**src/rtl/stopwatch_ctrl.sv**
```systemverilog
// Stopwatch control: MM:SS BCD counter with RUN / PAUSE / ADJ modes.
// Optional feature macro: STOPWATCH_ROLLOVER_EN
//   defined   -> MIN_LIMIT:59 + tick_1hz in RUN rolls over to 00:00
//   undefined -> MIN_LIMIT:59 + tick_1hz in RUN holds at MIN_LIMIT:59
// Ports:
//   clk, rst          clock, synchronous active-high reset
//   pause_pulse       one-cycle pause/resume request
//   adj, sel          adjust-mode level, adjust field (0 = minutes, 1 = seconds)
//   tick_1hz          count enable (RUN only)
//   tick_2hz          adjust enable (ADJ only)
//   minutes_1/0,
//   seconds_1/0       registered BCD digits
//   running/adjusting registered state flags
module stopwatch_ctrl #(
  parameter int unsigned MIN_LIMIT = 59
) (
  input  logic       clk,
  input  logic       rst,
  input  logic       pause_pulse,
  input  logic       adj,
  input  logic       sel,
  input  logic       tick_1hz,
  input  logic       tick_2hz,
  output logic [3:0] minutes_1,
  output logic [3:0] minutes_0,
  output logic [3:0] seconds_1,
  output logic [3:0] seconds_0,
  output logic       running,
  output logic       adjusting
);

  localparam logic [3:0] LIM_1 = 4'(MIN_LIMIT / 10);
  localparam logic [3:0] LIM_0 = 4'(MIN_LIMIT % 10);

  typedef enum logic [1:0] {RUN, PAUSE, ADJ} state_t;

  state_t state;
  logic   resume_paused;

  // BCD seconds increment, 59 -> 00
  function automatic logic [7:0] inc_sec(input logic [3:0] t, input logic [3:0] u);
    if (t == 4'd5 && u == 4'd9) return 8'h00;
    else if (u == 4'd9)         return {4'(t + 4'd1), 4'd0};
    else                        return {t, 4'(u + 4'd1)};
  endfunction

  // BCD minutes increment, MIN_LIMIT -> 00
  function automatic logic [7:0] inc_min(input logic [3:0] t, input logic [3:0] u);
    if (t == LIM_1 && u == LIM_0) return 8'h00;
    else if (u == 4'd9)           return {4'(t + 4'd1), 4'd0};
    else                          return {t, 4'(u + 4'd1)};
  endfunction

  logic [7:0] sec_nxt;
  logic [7:0] min_nxt;
  logic       sec_at_59;
  logic       min_at_max;
  logic       rp_toggled;

  assign sec_nxt    = inc_sec(seconds_1, seconds_0);
  assign min_nxt    = inc_min(minutes_1, minutes_0);
  assign sec_at_59  = (seconds_1 == 4'd5) && (seconds_0 == 4'd9);
  assign min_at_max = (minutes_1 == LIM_1) && (minutes_0 == LIM_0);
  assign rp_toggled = resume_paused ^ pause_pulse;

  // State, flags and digits
  always_ff @(posedge clk) begin
    if (rst) begin
      state         <= RUN;
      resume_paused <= 1'b0;
      running       <= 1'b1;
      adjusting     <= 1'b0;
      minutes_1     <= 4'd0;
      minutes_0     <= 4'd0;
      seconds_1     <= 4'd0;
      seconds_0     <= 4'd0;
    end else begin
      case (state)
        RUN: begin
          if (adj) begin
            // A simultaneous pause request counts as pausing first, so
            // leaving adjust should return to PAUSE.
            state         <= ADJ;
            resume_paused <= pause_pulse;
            running       <= 1'b0;
            adjusting     <= 1'b1;
          end else begin
            if (tick_1hz) begin
              if (sec_at_59) begin
                if (min_at_max) begin
`ifdef STOPWATCH_ROLLOVER_EN
                  minutes_1 <= 4'd0;
                  minutes_0 <= 4'd0;
                  seconds_1 <= 4'd0;
                  seconds_0 <= 4'd0;
`else
                  minutes_1 <= LIM_1;
                  minutes_0 <= LIM_0;
                  seconds_1 <= 4'd5;
                  seconds_0 <= 4'd9;
`endif
                end else begin
                  {minutes_1, minutes_0} <= min_nxt;
                  {seconds_1, seconds_0} <= 8'h00;
                end
              end else begin
                {seconds_1, seconds_0} <= sec_nxt;
              end
            end
            if (pause_pulse) begin
              state   <= PAUSE;
              running <= 1'b0;
            end
          end
        end
        PAUSE: begin
          if (adj) begin
            // A simultaneous pause request counts as resuming first.
            state         <= ADJ;
            resume_paused <= ~pause_pulse;
            adjusting     <= 1'b1;
          end else if (pause_pulse) begin
            state   <= RUN;
            running <= 1'b1;
          end
        end
        ADJ: begin
          if (tick_2hz) begin
            if (sel) {seconds_1, seconds_0} <= sec_nxt;
            else     {minutes_1, minutes_0} <= min_nxt;
          end
          resume_paused <= rp_toggled;
          if (!adj) begin
            state     <= rp_toggled ? PAUSE : RUN;
            running   <= ~rp_toggled;
            adjusting <= 1'b0;
          end
        end
        default: begin
          state     <= RUN;
          running   <= 1'b1;
          adjusting <= 1'b0;
        end
      endcase
    end
  end

endmodule

```
**config.mk**
```make
export PLATFORM = sky130hd
export DESIGN_NAME = stopwatch_ctrl
export DESIGN_NICKNAME = d
export VERILOG_FILES = /design/src/rtl/stopwatch_ctrl.sv
export SDC_FILE = /design/constraint.sdc
export NUM_CORES = 1
export LEC_CHECK = 0
export ABC_AREA = 0
export BUFFER_PORTS_ARGS = -buffer_cell sky130_fd_sc_hd__buf_2
export CORE_MARGIN = 4
export CORE_UTILIZATION = 52
export CTS_BUF_LIST = sky130_fd_sc_hd__clkbuf_4
export CTS_CLUSTER_DIAMETER = 50
export DETAILED_ROUTE_END_ITERATION = 12
export GPL_TIMING_DRIVEN = 1
export PLACE_DENSITY = 0.76
export SLEW_MARGIN = 5
export SYNTH_ARGS = -nofsm -noshare
export SYNTH_HDL_FRONTEND = slang
export SYNTH_SLANG_ARGS = --single-unit
export TNS_END_PERCENT = 1
```
**constraint.sdc**
```tcl
create_clock -name clk -period 2.14 [get_ports clk]
set_clock_uncertainty 0.2 [all_clocks]
set_input_delay 0.642 -clock clk [delete_from_list [all_inputs] [get_ports clk]]
set_output_delay 0.642 -clock clk [all_outputs]
set_load 0.005 [all_outputs]
```
---- After elaboration in Yosys (flattened, before gate mapping) ----
Index checks and enable logic that the tools add are counted.
word-level totals
  RAM bits ................................ 0
  memories kept ........................... 0
  bits in read-only memories .............. 0
  input bits .............................. 7
  bits in latches ......................... 0
  output and inout bits ................... 18
  register bits ........................... 21
cells by class
  bitwise logic cells ..................... 3
  equality and inequality tests ........... 20
  muxes and demuxes ....................... 51
  shifts and indexed selects .............. 0
  multiply operators ...................... 0
  add/subtract/negate cells ............... 4
  div/mod/pow operators ................... 0
  reductions and logical operators ........ 12
  order comparisons ....................... 0
operator list
  cell                                           number
  2-to-1 mux 4 bit                               23
  2-to-1 mux 8 bit                               4
  case mux 4 bit (2 select lines)                4
  != test 2 bit, second input constant           11
  adder 4 x 1 -> 4 bit, second input constant    4
  2-to-1 mux 1 bit                               10
  2-to-1 mux 2 bit                               5
  == test 4 x 3 -> 1 bit, second input constant  2
  == test 4 bit, second input constant           2
  != test 3 bit, second input constant           2
  case mux 1 bit (3 select lines)                2
  case mux 2 bit (3 select lines)                1
  AND reduction 3 bit                            2
  AND reduction 6 bit                            1
  AND reduction 5 bit                            1
  AND reduction 4 bit                            1
  2-to-1 mux 3 bit                               1
  nonzero test 3 bit                             1
  == test 2 x 1 -> 1 bit, second input constant  1
  == test 2 bit, second input constant           1
  logical AND 1 bit                              2
  logical NOT 2 bit                              1
  != test 2 x 1 -> 1 bit, second input constant  1
  NOT 1 bit                                      2
  5 further kinds                                5

---- Longest topological paths before layout ----
  word-level depth ........................ 8
  gate-level depth with buffers ........... 8
  mapped depth without buffers ............ 6

---- Worst setup path before layout ----
No wires, ideal clock.
  path kind ............................... input to register
  start point ............................. in adj
  end point ............................... reg seconds_1[3]
  data arrival time ....................... 1.760 ns
  stages .................................. 5
  setup slack ............................. 0.059 ns
  cells stage by stage .................... buf_6 nand2b_4 a2111oi_4 nand4_1 mux2_2
between the ends
  word-level cells in the longest chain between the ends .. 2
RTL lines
  element                               RTL line  text
  start: declaration                    20        input logic adj,
  != test 2 bit (no source line)        --
  AND reduction 5 bit (no source line)  --
  end signal: assignment                107       {seconds_1, seconds_0} <= sec_nxt;
  end signal: assignment                129       if (sel) {seconds_1, seconds_0} <= sec_nxt;
  end: declaration                      26        output logic [3:0] seconds_1,
No other way between the ends.
A chain may end at the register's enable or synchronous reset.

---- Final worst setup path ----
  start point ............................. reg state[0]
  end point ............................... reg seconds_1[3]
between the ends
  word-level cells in the longest chain between the ends .. 3
  elaborated cells between the ends (all ways) .. 9
  those cells by class .................... 5 x eq/ne; 1 x mux; 3 x reduce/logical
RTL lines
  element                                                                      RTL line  text
  start: declaration                                                           37        state_t state;
  start signal: assignment                                                     134       state <= rp_toggled ? PAUSE : RUN;
  == test 2 bit / logical NOT 2 bit (equally long branches)                    78        case (state)
  != test 2 bit (no source line) / nonzero test 2 bit (equally long branches)  --
  AND reduction 5 bit (no source line)                                         --
Parallel ways exist; a longest one is shown, timed or not.

==> results.cfg <==
[clock_network]
h-tree-depth = 1
clock_path_buffers = 2
clk_pin_slew_ns = 0.13
cts_tree = done
postCtsHoldBufs = 0
cts_root_buf = clkbuf_4
clkSinkCount = 21
cts_inserted_buffers = 3
postCtsSetupBuffers = 0
clk-insertion-delay-late_ns = 0.30

[die]
coreArea_um2 = 2567
die_h_um = 60.61
die_area_um2 = 3673
die_w_um = 60.61
io_pins = 25
start_util = 0.5604
fp-row-count = 18

[sta]
max_slew_margin = 0.5845
slew_violations = 0
finalHoldViolCount = 0
holdWs_ns = 0.3090
min_period_ns = 2.028
setup_viol = 0
fmax_ghz = 0.4930
rsz0062_at_grt = false
period_share = 0.9479
fin_tns_setup_ns = 0
worst_pin_slew_ns = 0.6177

[routing]
vias = 1351
routed_wl_mm = 3.351
vias_per_cell = 5.874
drt_iter0_drc = 43
drtPass1Iterations = 4
drc = 0
wl_per_cell_um = 14.57
detail-route-antenna-nets = 0

[grt]
grt.total_usage = 0.2039
grt_pass1_vias = 1357
grt_max_degree = 22
antenna_found_initial = 0
grt-ovfl-total = 0
grt_pass1_wl_mm = 5.747

[logic_synthesis]
ys_seq_area_frac = 0.2922
synth_top_area_share = 0.2922
synth_edf_count = 0
ys.warnings.count = 0
syn_nets = 186
synthCells = 167
synthFlopType = dfxtp_1
synthTopCellsByCount = dfxtp_1 (21), a21oi_1 (16), ha_1 (12), inv_1 (12), nor2_1 (12)
ys_seq_elements = 21
synth.most_common_cell = dfxtp_1
ys_types = 48
synthTopCellsByArea = dfxtp_1 (29%), ha_1 (10%), a21oi_1 (5.6%), o21ai_0 (3.8%), inv_1 (3.1%)
syn_area_um2 = 1439
yosys.area.top_type = dfxtp_1
synthArstFlopShare = 0
avgSynthCellArea_um2 = 8.616

[final_layout]
fillers = 218
finish.utilization = 0.6584
area_growth_pct = 17.48
multi_input_area_um2 = 947.2
drive_gt1_frac = 0.2800
antenna_cells = 0
fin_area_um2 = 1690
fin_nets = 220
ff_latch_area_um2 = 422.9

[place]
post_dp_cell_area_um2 = 1650
io_buffers = 24
dp.final_hpwl_mm = 2.639
place_congestion = 0.8875

[power_and_ir_drop]
leakage_nw = 0.7784
power.density_nw_per_um2 = 516.3
irDropWorstVdd_v = 0.0003735

[setup_path]
cp.arrival_ns = 2.04
critPathMaxFanout = 11
slowest_stage = nor2_1
critical_path.cell_chain = inv_1 > ha_1 > buf_4 > nor2_1 > a2111oi_4 > nand4_1 > mux2_2
cpPeakStageDelay_ns = 0.37
cp.required_ns = 2.15
worst-setup-path-type = flip-flop to flip-flop
worst-path-buf-inv = 2
end_kind = flip-flop
cp-start-kind = flip-flop
cpLargestDelayFamily = simple AND/OR/NAND/NOR gates

[worst_hold_path]
min_path_type = flip-flop to flip-flop

[flow_run]
maxCapViolCount = 0

[status]
status = completed
-- stage by stage --
stage	instances	setup slack [ns]	power [mW]
after floorplan	167	0.05945	0.6004
after global placement	226	0.01215	0.6748
after detailed placement	226	-0.03083	0.6843
after CTS	230	0.04674	0.8757
after global routing	230	0.002435	0.9421
final	230	0.1116	0.8728
-- worst reg2reg max path, stage by stage (launching register included) --
cell and delay [ns]:
dfxtp_1 0.35, inv_1 0.07, ha_1 0.21, buf_4 0.17, nor2_1 0.38, a2111oi_4 0.09
nand4_1 0.13, mux2_2 0.34
-- layer usage --
| metal | global-route usage | share of wire | routed length (µm) | up-vias |
|---|---|---|---|---|
| li1 | - | - | - | 680 |
| met1 | 0.2432 | 0.43 | 1452 | 639 |
| met2 | 0.3664 | 0.51 | 1721 | 30 |
| met3 | 0.03191 | 0.046 | 154 | 2 |
| met4 | 0.07430 | 0.0069 | 23 | 0 |
| met5 | 0 | 0 | 0 | - |
-- final timing paths --
kind / start / to / slack, ns / cells after the start
min reg2reg: running$_SDFFE_PP1P_ / running$_SDFFE_PP1P_ / 0.31 / 2
max reg2reg: state[0]$_SDFFE_PP0P_ / seconds_1[3]$_SDFFE_PP0P_ / 0.11 / 7
max: state[0]$_SDFFE_PP0P_ / seconds_1[3]$_SDFFE_PP0P_ / 0.11 / 7
min: running$_SDFFE_PP1P_ / running$_SDFFE_PP1P_ / 0.31 / 2
-- registers in the layout, summed over array words and instances (netlist names), named ones only --
name / count
state: 2
minutes_0: 4
resume_paused: 1
seconds_1: 4
seconds_0: 4
adjusting: 1
running: 1
minutes_1: 3
-- cell type report --
type	count	area share
Clock buffer	3	0.01332
Inverter	12	0.02665
Tap cell	30	0.02221
Clock inverter	1	0.002961
Multi-Input combinational cell	127	0.5603
Timing Repair Buffer	36	0.1244
Sequential cell	21	0.2502
-- layout by cell type, fill, tap and decap left out, drive strengths merged, types with 3 or more instances in the layout --
master,count
and3b,5
dfxtp,21
nand2,6
a21o,3
buf,36
nand3b,3
a21oi,16
nor2,12
or4,3
inv,12
mux2i,4
ha,12
o22ai,3
o31ai,4
nor4,3
nand4,3
o21ai,11
nand3,5
nand2b,5
clkbuf,3
-- kinds of logic after synthesis --
| kind of cell | Yosys count | share of synthesized area |
|---|---|---|
| muxes | 6 | 0.04348 |
| buffers and inverters | 19 | 0.05652 |
| AOI/OAI and AO/OA | 49 | 0.2348 |
| adders and majority gates | 12 | 0.1043 |
| xor gates and xnor gates | 1 | 0.006088 |
| DFF | 21 | 0.2922 |
| and+or+nand+nor | 59 | 0.2626 |
-- repair_timing --
action | in CTS | in global routing
endpoints found under the setup margin | 0 | 10
resized for setup | 0 | 6
hold endpoints to repair | 0 | 0
-- report_power, final --
part	switching (mW)	total, mW	internal, mW
Sequential	0.0187	0.432	0.413
Clock	0.121	0.191	0.0696
Combinational	0.138	0.250	0.112
Total	0.278	0.873	0.595
Note: power is estimated with default switching activity, not from simulation.
